$ cat src/rtl/mips_pkg.sv
// mips_pkg: shared fetch-stage state encoding and pipeline constants
package mips_pkg;

    typedef enum logic [1:0] {
        FETCH = 2'd0,
        WAIT  = 2'd1,
        FULL  = 2'd2,
        DROP  = 2'd3
    } fetch_state_t;

    localparam logic [31:0] NOP_IR     = 32'b0;
    localparam int          WORD_BYTES = 4;

endpackage

$ cat src/rtl/if_id_reg.sv
// if_id_reg: pipeline register for IR/PC+4/valid with flush-over-hold priority
module if_id_reg
    import mips_pkg::*;
(
    input  logic        clk,
    input  logic        rst_n,
    input  logic        load,
    input  logic        hold,
    input  logic        flush,
    input  logic [31:0] d_ir,
    input  logic [31:0] d_pc4,
    output logic [31:0] ir,
    output logic [31:0] pc4,
    output logic        valid
);

    // flush inserts a bubble even while held; otherwise load when not held
    always_ff @(posedge clk or negedge rst_n) begin
        if (!rst_n) begin
            ir    <= NOP_IR;
            pc4   <= '0;
            valid <= 1'b0;
        end else if (flush) begin
            ir    <= NOP_IR;
            pc4   <= '0;
            valid <= 1'b0;
        end else if (load && !hold) begin
            ir    <= d_ir;
            pc4   <= d_pc4;
            valid <= 1'b1;
        end
    end

endmodule

$ cat src/rtl/if_fetch_unit.sv
// if_fetch_unit: MIPS IF stage owning the PC, one-outstanding imem requests and IF/ID
module if_fetch_unit
    import mips_pkg::*;
#(
    parameter logic [31:0] RESET_PC = 32'h0000_0000,
    parameter int          ADDR_W   = 32
) (
    input  logic              clk,
    input  logic              rst_n,
    output logic              imem_req,
    output logic [ADDR_W-1:0] imem_addr,
    input  logic              imem_rvalid,
    input  logic [31:0]       imem_rdata,
    input  logic              stall,
    input  logic              redirect,
    input  logic [ADDR_W-1:0] redirect_target,
    output logic [31:0]       if_id_ir,
    output logic [ADDR_W-1:0] if_id_pc4,
    output logic              if_id_valid
);

    localparam logic [ADDR_W-1:0] ALIGN_MASK = ~ADDR_W'(3);

    fetch_state_t      state;
    logic [ADDR_W-1:0] pc;
    logic [31:0]       hold_ir;
    logic [ADDR_W-1:0] pc_plus4;
    logic              rsp_take;
    logic              deliver;

    assign pc_plus4 = pc + ADDR_W'(WORD_BYTES);
    assign rsp_take = (state == WAIT) && imem_rvalid;
    assign deliver  = !stall && (rsp_take || (state == FULL));

    // request in FETCH, or chained to the response that is being delivered this cycle;
    // reset gating keeps the port quiet while rst_n is low
    always_comb begin
        imem_req  = rst_n && ((state == FETCH) || (rsp_take && !stall && !redirect));
        imem_addr = imem_req ? ((state == FETCH) ? pc : pc_plus4) : '0;
    end

    // FSM, PC and the single-entry skid buffer; redirect overrides stall and rvalid
    always_ff @(posedge clk or negedge rst_n) begin
        if (!rst_n) begin
            state   <= FETCH;
            pc      <= RESET_PC & ALIGN_MASK;
            hold_ir <= NOP_IR;
        end else if (redirect) begin
            pc      <= redirect_target & ALIGN_MASK;
            hold_ir <= NOP_IR;
            state   <= ((state == FULL) || imem_rvalid && (state != FETCH)) ? FETCH : DROP;
        end else begin
            case (state)
                FETCH: state <= WAIT;
                WAIT: if (imem_rvalid) begin
                    if (stall) begin
                        hold_ir <= imem_rdata;
                        state   <= FULL;
                    end else begin
                        pc <= pc_plus4;
                    end
                end
                FULL: if (!stall) begin
                    pc      <= pc_plus4;
                    hold_ir <= NOP_IR;
                    state   <= FETCH;
                end
                DROP: if (imem_rvalid) state <= FETCH;
                default: state <= FETCH;
            endcase
        end
    end

    if_id_reg u_if_id (
        .clk   (clk),
        .rst_n (rst_n),
        .load  (deliver),
        .hold  (stall),
        .flush (redirect || (!stall && !deliver)),
        .d_ir  ((state == FULL) ? hold_ir : imem_rdata),
        .d_pc4 (pc_plus4),
        .ir    (if_id_ir),
        .pc4   (if_id_pc4),
        .valid (if_id_valid)
    );

endmodule

$ cat config.mk
export PLATFORM = sky130hd
export DESIGN_NAME = if_fetch_unit
export DESIGN_NICKNAME = d
export VERILOG_FILES = /design/src/rtl/mips_pkg.sv /design/src/rtl/if_id_reg.sv /design/src/rtl/if_fetch_unit.sv
export SDC_FILE = /design/constraint.sdc
export NUM_CORES = 1
export LEC_CHECK = 0
export CAP_MARGIN = 40
export CORE_AREA = 2 2 161 163
export DETAILED_ROUTE_END_ITERATION = 10
export DIE_AREA = 0 0 163 165
export SYNTH_ARGS = -nofsm -noshare
export SYNTH_HDL_FRONTEND = slang
export SYNTH_SLANG_ARGS = --single-unit
$ cat constraint.sdc
create_clock -name clk -period 2.1 [get_ports clk]
set_input_delay 0.21 -clock clk [delete_from_list [all_inputs] [get_ports clk]]
set_output_delay 0.21 -clock clk [all_outputs]
set_load 0.05 [all_outputs]
==> flow_summary.ini <==
[critical_path]
worstSetupEndpointType = primary output
crit_type = reg2out
worstPathMaxFanout = 3
startpoint_type = flip-flop
worstPathArrival_ps = 2350
r2r_slack_ps = -80
crit_required_ps = 1890

[routing]
routed_wl_um = 21840
dr_total_vias = 6180
wl_per_cell_um = 16.56
drc = 0
first_pass_iters = 4
ant_nets = 0
via_per_inst = 4.685
first_iter_violations = 245

[die]
start_util_pct = 27.84
die_w_um = 163
die-area_um2 = 26900
io_pins = 167
die_h_um = 165
core_area_um2 = 25040
rows = 58

[finish]
nets = 1046
fillers = 2411
final_cell_mix = nand2_1, clkdlybuf4s50_1, dfrtp_1
mostFrequentLayoutCell = nand2_1
n_antenna_cell = 0
area_growth_pct = 56.90
drive_gt1_share_pct = 27.30

[logic_synthesis]
yosys.area_share.simple_pct = 20.97
syn_inst = 771
synth_top_family_by_area = simple AND/OR/NAND/NOR gates
synth.avg_cell_area_um2 = 9.041
yosysWarnings = 0
synth_compound_area_share_pct = 11.61
synthAdderAreaFrac_pct = 0.1795
synth_edf_count = 0
synthXorXnorAreaFrac_pct = 9.298
synth_flop_cell = dfrtp_1
async_flop_share_pct = 100.0
synthMuxAreaShare_pct = 4.739
ys_seq_elements = 128
synthDistinctLibCells = 54
synth_area_um2 = 6970
seq_area_frac_synth_pct = 45.95

[place]
io_buffers = 162
gp_congestion = 0.8087
hpwl_um = 14620

[timing]
fin_skew_ps = 8.957
setup_violations = 30
maxSlewViolCount = 0
min_period_ps = 2563
hold_ws_ps = 324.6
clock.fmax_ghz = 0.3901
rsz0062_at_grt = yes
post-route-period-util_pct = 122.1
tns_ps = -7879
hold_viol = 0
worstMarginPinSlew_ps = 717.4
max_slew_margin_pct = 52.18
worst_slack_ps = -463.3

[grt]
grt-ovfl-total = 0
grt_pass1_vias = 6330
antenna_found_initial = 1
grt_start_max_net_pins = 129
grt_pass1_wl_um = 34330
grtUsageTotal_pct = 16.42

[cts]
root_buffer = clkbuf_16
clock_latency_ps = 420
numCtsBuffers = 17
cts_htree_levels = 4
path_clk_slew_ps = 60
cts_tree = yes
clock_path_buffers = 2
cts.sinks = 128

[power_and_ir_drop]
power_density_nw_per_um2 = 962.3
p_leak_nw = 4.403
ir_worst_vdd_mv = 0.5005

[hold_path]
hold_path.class = in2reg

[outcome]
violations = negative setup slack
status = complete, but fails checks

[flow_run]
drv_cap = 0
==> critical path, stage by stage, from the launching register on <==
cell and delay, ps:
dfrtp_1 400, ha_4 160, nand3_4 60, or4_4 580, buf_6 170, nor3_4 190
xnor2_2 160, nor2_4 50, buf_12 150
==> synth_stat cells (4+ instances only) <==
cell type,instances,area [um2]
nand2_1,170,638.1
dfrtp_1,128,3203
o21ai_0,103,515.5
nor2_1,52,195.2
xnor2_1,38,332.8
xor2_1,36,315.3
clkbuf_1,35,131.4
mux2i_1,33,330.3
o21ai_1,19,95.09
nand3_1,15,75.07
nand4_1,15,93.84
buf_2,14,70.07
a21oi_1,11,55.05
and3_1,10,62.56
nor3_1,10,50.05
clkbuf_8,9,123.9
buf_6,6,67.56
buf_4,5,37.54
nor2b_1,4,25.02
==> cell type report <==
cell class	count	area (um2)	area share, %
inverter	3	11.26	0.1030
timing repair buffer	259	2796	25.57
multi-input combinational	567	3925	35.89
clock inverter	13	138.9	1.270
clock buffer	19	442.9	4.050
tap	330	412.9	3.775
sequential	128	3209	29.34
==> sequential cells by signal (all words and copies together) (netlist names) <==
signal,flops
pc,30
state,2
u_if_id.pc4,31
u_if_id.ir,32
u_if_id.valid,1
hold_ir,32
==> cell families after synthesis <==
group,count (synthesis)
AO/OA/AOI/OAI,149
XOR/XNOR,74
adder cells (fa/ha/maj),1
buffers and inverters,77
flip-flops,128
multiplexers,33
other,1
AND/OR/NAND/NOR,308
==> metrics by stage <==
| stage | utilization [%] | worst slack, ps | std cells | power [mW] | cell area (um2) |
|---|---|---|---|---|---|
| 3_5_place_dp | 38.48 | -9.095 | 1260 | 7.364 | 9633 |
| 3_3_place_gp | 38.48 | 14.99 | 1260 | 7.327 | 9633 |
| 6_report | 43.68 | -463.3 | 1319 | 10.52 | 10940 |
| 2_1_floorplan | - | -33.09 | 772 | 5.759 | 7176 |
| 5_1_grt | 43.68 | -543.5 | 1319 | 11.06 | 10940 |
| 4_1_cts | 42.38 | -467.8 | 1307 | 10.50 | 10610 |
==> timing repair <==
action / 4_1_cts / 5_1_grt
hold endpoints to repair: 128 / 0
setup endpoints to repair: 28 / 40
pin swaps: 25 / 39
cloned: 0 / 0
hold buffers: 1 / 0
gates resized for setup: 53 / 54
buffers inserted: 15 / 13
==> power breakdown <==
group	total, mW	switching (mW)	internal (mW)	leakage [nW]
clock	2.97	1.19	1.78	0.271
sequential	3.22	0.332	2.89	1.69
combinational	4.33	2.59	1.74	2.44
total	10.5	4.12	6.41	4.40
==> final timing paths <==
check	to	depth (start not counted)	start
worst max-delay path	imem_addr[24]	8	pc[3]
worst min-delay path	pc[9]	3	redirect_target[9]
worst max register to register	u_if_id.pc4[30]	9	pc[3]
worst min register to register	hold_ir[6]	2	hold_ir[6]
max in group asynchronous	pc[7]	3	rst_n
min in group asynchronous	hold_ir[6]	3	rst_n
==> metal layers <==
metal,track usage (%),vias up,share of wire [%]
met5,0,-,0.078
met4,5.994,2,1.9
met3,4.746,38,6.4
met2,26.81,180,48
met1,20.69,2976,43
li1,-,2984,-
Power figures use the tool's default switching activity.
